File: src/rtl/modulo_varredura_display_7seg.sv
// Scan stage of the 7-segment path: prescaled digit rotation over four BCD digits,
// producing the anode select index, the matching nibble and a blank flag.
module modulo_varredura_display_7seg #(
  parameter int PRESCALE = 50000,
  parameter int CNT_W    = 16
) (
  input  logic        CLK,
  input  logic        RST,
  input  logic        EN,
  input  logic [15:0] BCD_IN,
  input  logic [3:0]  DIG_EN,
  output logic [1:0]  STAC,
  output logic [3:0]  BCD_OUT,
  output logic        BLANK,
  output logic        TICK
);

  localparam logic [CNT_W-1:0] CNT_LAST = CNT_W'(PRESCALE - 1);

  logic [CNT_W-1:0] cnt_q, cnt_d;
  logic [1:0]       stac_q, stac_d;
  logic [3:0]       bcd_q, bcd_d;
  logic             blank_q, blank_d;
  logic             tick_q, tick_d;

  logic             wrap;
  logic [1:0]       next_idx;
  logic [1:0]       probe_idx;
  logic [3:0]       nib_sel;

  assign wrap = EN && (cnt_q == CNT_LAST);

  // Nearest enabled digit after the current one; with none enabled the index holds.
  always_comb begin
    next_idx  = stac_q;
    probe_idx = stac_q;
    for (int k = 3; k >= 1; k--) begin
      probe_idx = stac_q + 2'(k);
      if (DIG_EN[probe_idx]) next_idx = probe_idx;
    end
  end

  // NOTE: every always_comb output gets a default first so no path leaves it unassigned (no latch).
  always_comb begin
    cnt_d   = cnt_q;
    stac_d  = stac_q;
    bcd_d   = bcd_q;
    tick_d  = 1'b0;
    blank_d = 1'b1;
    if (wrap) stac_d = next_idx;
    nib_sel = BCD_IN[{stac_d, 2'b00} +: 4];
    if (EN) begin
      cnt_d   = wrap ? '0 : cnt_q + CNT_W'(1);
      tick_d  = wrap;
      bcd_d   = nib_sel;
      blank_d = ~DIG_EN[stac_d] | (nib_sel > 4'd9);
    end
  end

  // NOTE: state registers use non-blocking assignments so all flops sample pre-edge values together.
  always_ff @(posedge CLK or posedge RST) begin
    if (RST) begin
      cnt_q   <= '0;
      stac_q  <= 2'b00;
      bcd_q   <= 4'h0;
      blank_q <= 1'b1;
      tick_q  <= 1'b0;
    end else begin
      cnt_q   <= cnt_d;
      stac_q  <= stac_d;
      bcd_q   <= bcd_d;
      blank_q <= blank_d;
      tick_q  <= tick_d;
    end
  end

  assign STAC    = stac_q;
  assign BCD_OUT = bcd_q;
  assign BLANK   = blank_q;
  assign TICK    = tick_q;

endmodule
File: config.mk
export PLATFORM = sky130hd
export DESIGN_NAME = modulo_varredura_display_7seg
export DESIGN_NICKNAME = d
export VERILOG_FILES = /design/src/rtl/modulo_varredura_display_7seg.sv
export SDC_FILE = /design/constraint.sdc
export NUM_CORES = 1
export LEC_CHECK = 0
export CAP_MARGIN = 25
export CORE_MARGIN = 1.5
export CORE_UTILIZATION = 50
export CTS_BUF_LIST = sky130_fd_sc_hd__clkbuf_8
export CTS_CLUSTER_DIAMETER = 200
export DETAILED_ROUTE_END_ITERATION = 16
export PLACE_DENSITY_LB_ADDON = 0.25
export SYNTH_ARGS = -nofsm -noshare
export SYNTH_HDL_FRONTEND = slang
export SYNTH_SLANG_ARGS = --single-unit
File: constraint.sdc
create_clock -name CLK -period 2.7 [get_ports CLK]
set_input_delay 0.405 -clock CLK [delete_from_list [all_inputs] [get_ports CLK]]
set_output_delay 0.405 -clock CLK [all_outputs]
set_load 0.03 [all_outputs]
== Word-level counts from Yosys, hierarchy flattened ==
Cells that the tools add are included.
W data, S select, Z words.
Word-level totals
  flip-flop bits (word level): 24
  input bits: 23
  output and inout port bits: 8
Operators by class
  add/subtract/negate cells: 4
  $lt $le $gt $ge: 5
  eq/ne operators: 1
  shift operators: 1
  multiplexer cells: 15
  bitwise gates (word level): 2
  reductions and logical operators: 1
Operator list (count)
  $add A16 B1 Y16 const B: 1
  $eq A16 B16 Y1 const B: 1
  $mux W16: 1
  $shiftx A16 B5 Y4: 1
  $lt A2 B3 Y1 const B: 4
  $bmux W1 S2: 4
  $mux W2: 4
  $mux W1: 6
  $add A2 B2 Y2 const B: 2
  $gt A4 B4 Y1 const B: 1
  $add A2 B1 Y2 const B: 1
  $logic_and A1 B1 Y1: 1
  $not A1 Y1: 1
  $or A1 B1 Y1: 1

== Longest topological paths before layout ==
  depth in word-level cells: 12
  depth in mapped cells: 9
  gate-level depth less buffers: 8

== Worst setup path before layout ==
OpenSTA, ideal clock, no wires.
  kind: reg2reg
  from: register cnt_q[7]
  to: register bcd_q[1], in the netlist BCD_OUT[1]
  arrival: 2.323 ns
  data required time: 2.575 ns
  path slack: 0.252 ns
  stages on the path, launching flop included: 9
  path buffers: 1
  period minus slack after synthesis: 2.448 ns
  path through: dfrtp_1 or4b_4 nor4_4 o221ai_2 mux2_2 buf_6 a21oi_2 a22oi_1 mux2_2
Between the ends
  cells in the longest elaborated chain, start to end: 4
RTL lines
  start, declared: line 20  | logic [CNT_W-1:0] cnt_q, cnt_d;
  start signal, assigned: line 69  | cnt_q <= cnt_d;
  $eq A16 B16 Y1: line 31  | assign wrap = EN && (cnt_q == CNT_LAST);
  $logic_and A1 B1 Y1: line 31
  $mux W2: line 50  | if (wrap) stac_d = next_idx;
  $shiftx A16 B5 Y4: line 51  | nib_sel = BCD_IN[{stac_d, 2'b00} +: 4];
  end signal, assigned: line 65  | bcd_q <= 4'h0;
  end signal, assigned: line 71  | bcd_q <= bcd_d;
  end, declared: line 22  | logic [3:0] bcd_q, bcd_d;
Every way passes these cells.
A chain may end at the register's enable or synchronous reset.

== Final worst setup path ==
  from: register cnt_q[4]
  to: register bcd_q[1], in the netlist BCD_OUT[1]
The elaborated chain is that of the path after synthesis.

==> results.json <==
{
  "status": "complete, no violations",
  "crit_path_cell_trace": "or4bb_1 -> nor4_4 -> buf_4 -> a21oi_2 -> nor2_4 -> mux2i_1 -> a22oi_1 -> mux2_2",
  "crit_cells": 8,
  "max_stage_delay_ps": 570,
  "criticalPathCategory": "flip-flop to flip-flop",
  "cpMaxStageDelayCell": "or4bb_1",
  "fin_crit_sh": 0.960,
  "io_buffers": 30,
  "crit_start": "cnt_q[4]$_DFFE_PP0P_",
  "ir_drop_mv": 0.505,
  "clock_skew_ps": 3.33,
  "post-route-util": 0.707,
  "synth_edf_count": 0,
  "place_hpwl_um": 2250,
  "tns_ps": 0,
  "initial_utilization": 0.541,
  "p_per_area_nw_per_um2": 566,
  "synth.top_cell.area_share": 0.418,
  "cp_top_family": "simple AND/OR/NAND/NOR gates",
  "yosysSeqAreaShare": 0.437,
  "synthCells": 138,
  "die_w_um": 55.5,
  "max_freq_mhz": 386,
  "rr_startpoint": "cnt_q[4]$_DFFE_PP0P_",
  "first_global_vias": 1195,
  "timing.rr.end": "BCD_OUT[1]$_DFFE_PP0P_",
  "synth_cell_types": 36,
  "synthFlopType": "dfrtp_1",
  "drc_errors": 0,
  "dp_cells": 198,
  "cts_buffer_depth": 2,
  "ioPinCount": 31,
  "cp.required_ps": 2860,
  "yosys-top-cells-area": "dfrtp_1 (42%), mux2i_1 (4.4%), mux2_2 (4.1%), nor2_1 (4.1%), xnor2_1 (3.8%)",
  "ant_nets": 0,
  "rows": 18,
  "cp-end-kind": "flip-flop",
  "drtIter0Drc": 40,
  "fin_crit_ps": 2590,
  "cts_sinks": 24,
  "crit_path_end": "BCD_OUT[1]$_DFFE_PP0P_",
  "min_path_type": "flip-flop to flip-flop",
  "clk_latency_ps": 270,
  "arrival_ps": 2750,
  "leakage_nw": 0.767,
  "critical_path.max_fanout": 12,
  "cts_tree": "built",
  "final_common_cell": "clkdlybuf4s50_1",
  "diodes": 0,
  "gp_routability_congestion": 0.856,
  "postSynthAreaPerCell_sq_um": 9.97,
  "avgRoutedWirePerCell_um": 15.1,
  "dr.pass1.iters": 4,
  "setup_slack_ps": 108,
  "finalInstanceArea_sq_um": 1800,
  "worst_pin_slew_ps": 918,
  "reg2reg_slack_ps": 110,
  "wirelength_um": 3070,
  "hold_ws_ps": 509,
  "cts_root_buf": "clkbuf_8",
  "max_cap_violations": 0,
  "placed_cell_area_sq_um": 1720,
  "clk_pin_slew_ps": 90,
  "yosysWarningCount": 0,
  "nets": 198,
  "r2r_cells": 8,
  "groute.usage.overall": 0.221,
  "final_hold_viol_count": 0,
  "ys_ff_latch": 24,
  "layout.cells.most_common_list": "clkdlybuf4s50_1 (30), dfrtp_1 (23), nor2_1 (15)",
  "h-tree-depth": 1,
  "dr_total_vias": 1153,
  "relSlewSlack": 0.387,
  "instances_no_fill": 203,
  "die-area_sq_um": 3080,
  "start_kind": "flip-flop",
  "syn-num-nets": 162,
  "drive_above_1_share": 0.139,
  "viasPerCell": 5.68,
  "dp_slack_ps": -96.2,
  "slew_violations": 0,
  "fillers": 199,
  "core_sq_um": 2540,
  "grt_first_pass_wirelength_um": 5490,
  "grt_max_degree": 25,
  "async_flop_share": 1.00,
  "numCtsBuffers": 3,
  "synth.cell_area_sq_um": 1380,
  "finalSetupViolCount": 0,
  "worst-path-buf-inv": 1,
  "gr-total-overflow": 0,
  "die_y_um": 55.5,
  "area_growth_pct": 30.8,
  "antenna_found_initial": 0,
  "synth_top_area_cell": "dfrtp_1",
  "total_power_mw": 1.02
}
per-layer routing:
layer / GRT usage / vias to the layer above / wire length [um]
met5: 0 / - / 0
met2: 0.384 / 21 / 1560
met4: 0.0488 / 0 / 19
li1: - / 569 / -
met3: 0.0422 / 4 / 106
met1: 0.284 / 559 / 1380
report_power, final:
part	switching (mW)	internal [mW]	total (mW)	leakage [nW]
registers	0.0636	0.419	0.483	0.311
clock network	0.117	0.198	0.315	0.0357
logic	0.103	0.119	0.222	0.421
worst min-delay path by stage:
stage	cells past startpoint	slack, ps	end	from
after floorplan	1	420	BCD_OUT[0]$_DFFE_PP0P_	RST
after global placement	1	480	BCD_OUT[0]$_DFFE_PP0P_	BCD_OUT[0]$_DFFE_PP0P_
after detailed placement	1	470	BCD_OUT[0]$_DFFE_PP0P_	BCD_OUT[0]$_DFFE_PP0P_
after CTS	1	510	BCD_OUT[0]$_DFFE_PP0P_	BCD_OUT[0]$_DFFE_PP0P_
after global routing	1	520	BCD_OUT[0]$_DFFE_PP0P_	BCD_OUT[0]$_DFFE_PP0P_
final	1	510	BCD_OUT[0]$_DFFE_PP0P_	BCD_OUT[0]$_DFFE_PP0P_
cells by family after synthesis:
kind of cell	synth area share
xor+xnor	0.0764
fa+ha+maj	0.00909
mux	0.0845
simple gates	0.198
flops	0.437
compound gates	0.154
buf+inv	0.0409
repair_timing:
action | in CTS | in global routing
buffers inserted | 0 | 1
hold buffers | 0 | 0
endpoints found under the setup margin | 0 | 5
gates resized for setup | 0 | 1
cells in the mapped netlist, types with 2 or more instances:
library cell	count
dfrtp_1	23
nor2_1	15
nand2_1	11
a21oi_1	9
o21ai_0	8
nand4_1	7
inv_1	6
mux2i_1	6
xnor2_1	6
xor2_1	6
mux2_2	5
or3_1	4
a22oi_1	3
clkbuf_1	3
a21oi_2	2
buf_6	2
nor3b_1	2
or4bb_1	2
final cells by class:
| type | instances | area (sq um) | share of cell area |
|---|---|---|---|
| Clock buffer | 3 | 41.3 | 0.0229 |
| Clock inverter | 1 | 30.0 | 0.0167 |
| Inverter | 6 | 22.5 | 0.0125 |
| Multi-Input combinational cell | 103 | 722 | 0.401 |
| Sequential cell | 24 | 602 | 0.334 |
| Tap cell | 30 | 37.5 | 0.0208 |
| Timing Repair Buffer | 36 | 345 | 0.192 |
registers in the layout (all words and copies together) (netlist names):
signal and flops:
TICK 1, STAC 2, BLANK 1, cnt_q 16, BCD_OUT 4
worst register-to-register path, delay by kind of cell, from the launching register on:
| kind | cells | cell delay [ps] |
|---|---|---|
| simple gates | 3 | 1140 |
| mux | 2 | 510 |
| flops | 1 | 450 |
| compound gates | 2 | 200 |
| buf+inv | 1 | 190 |
Power figures use the tool's default switching activity.
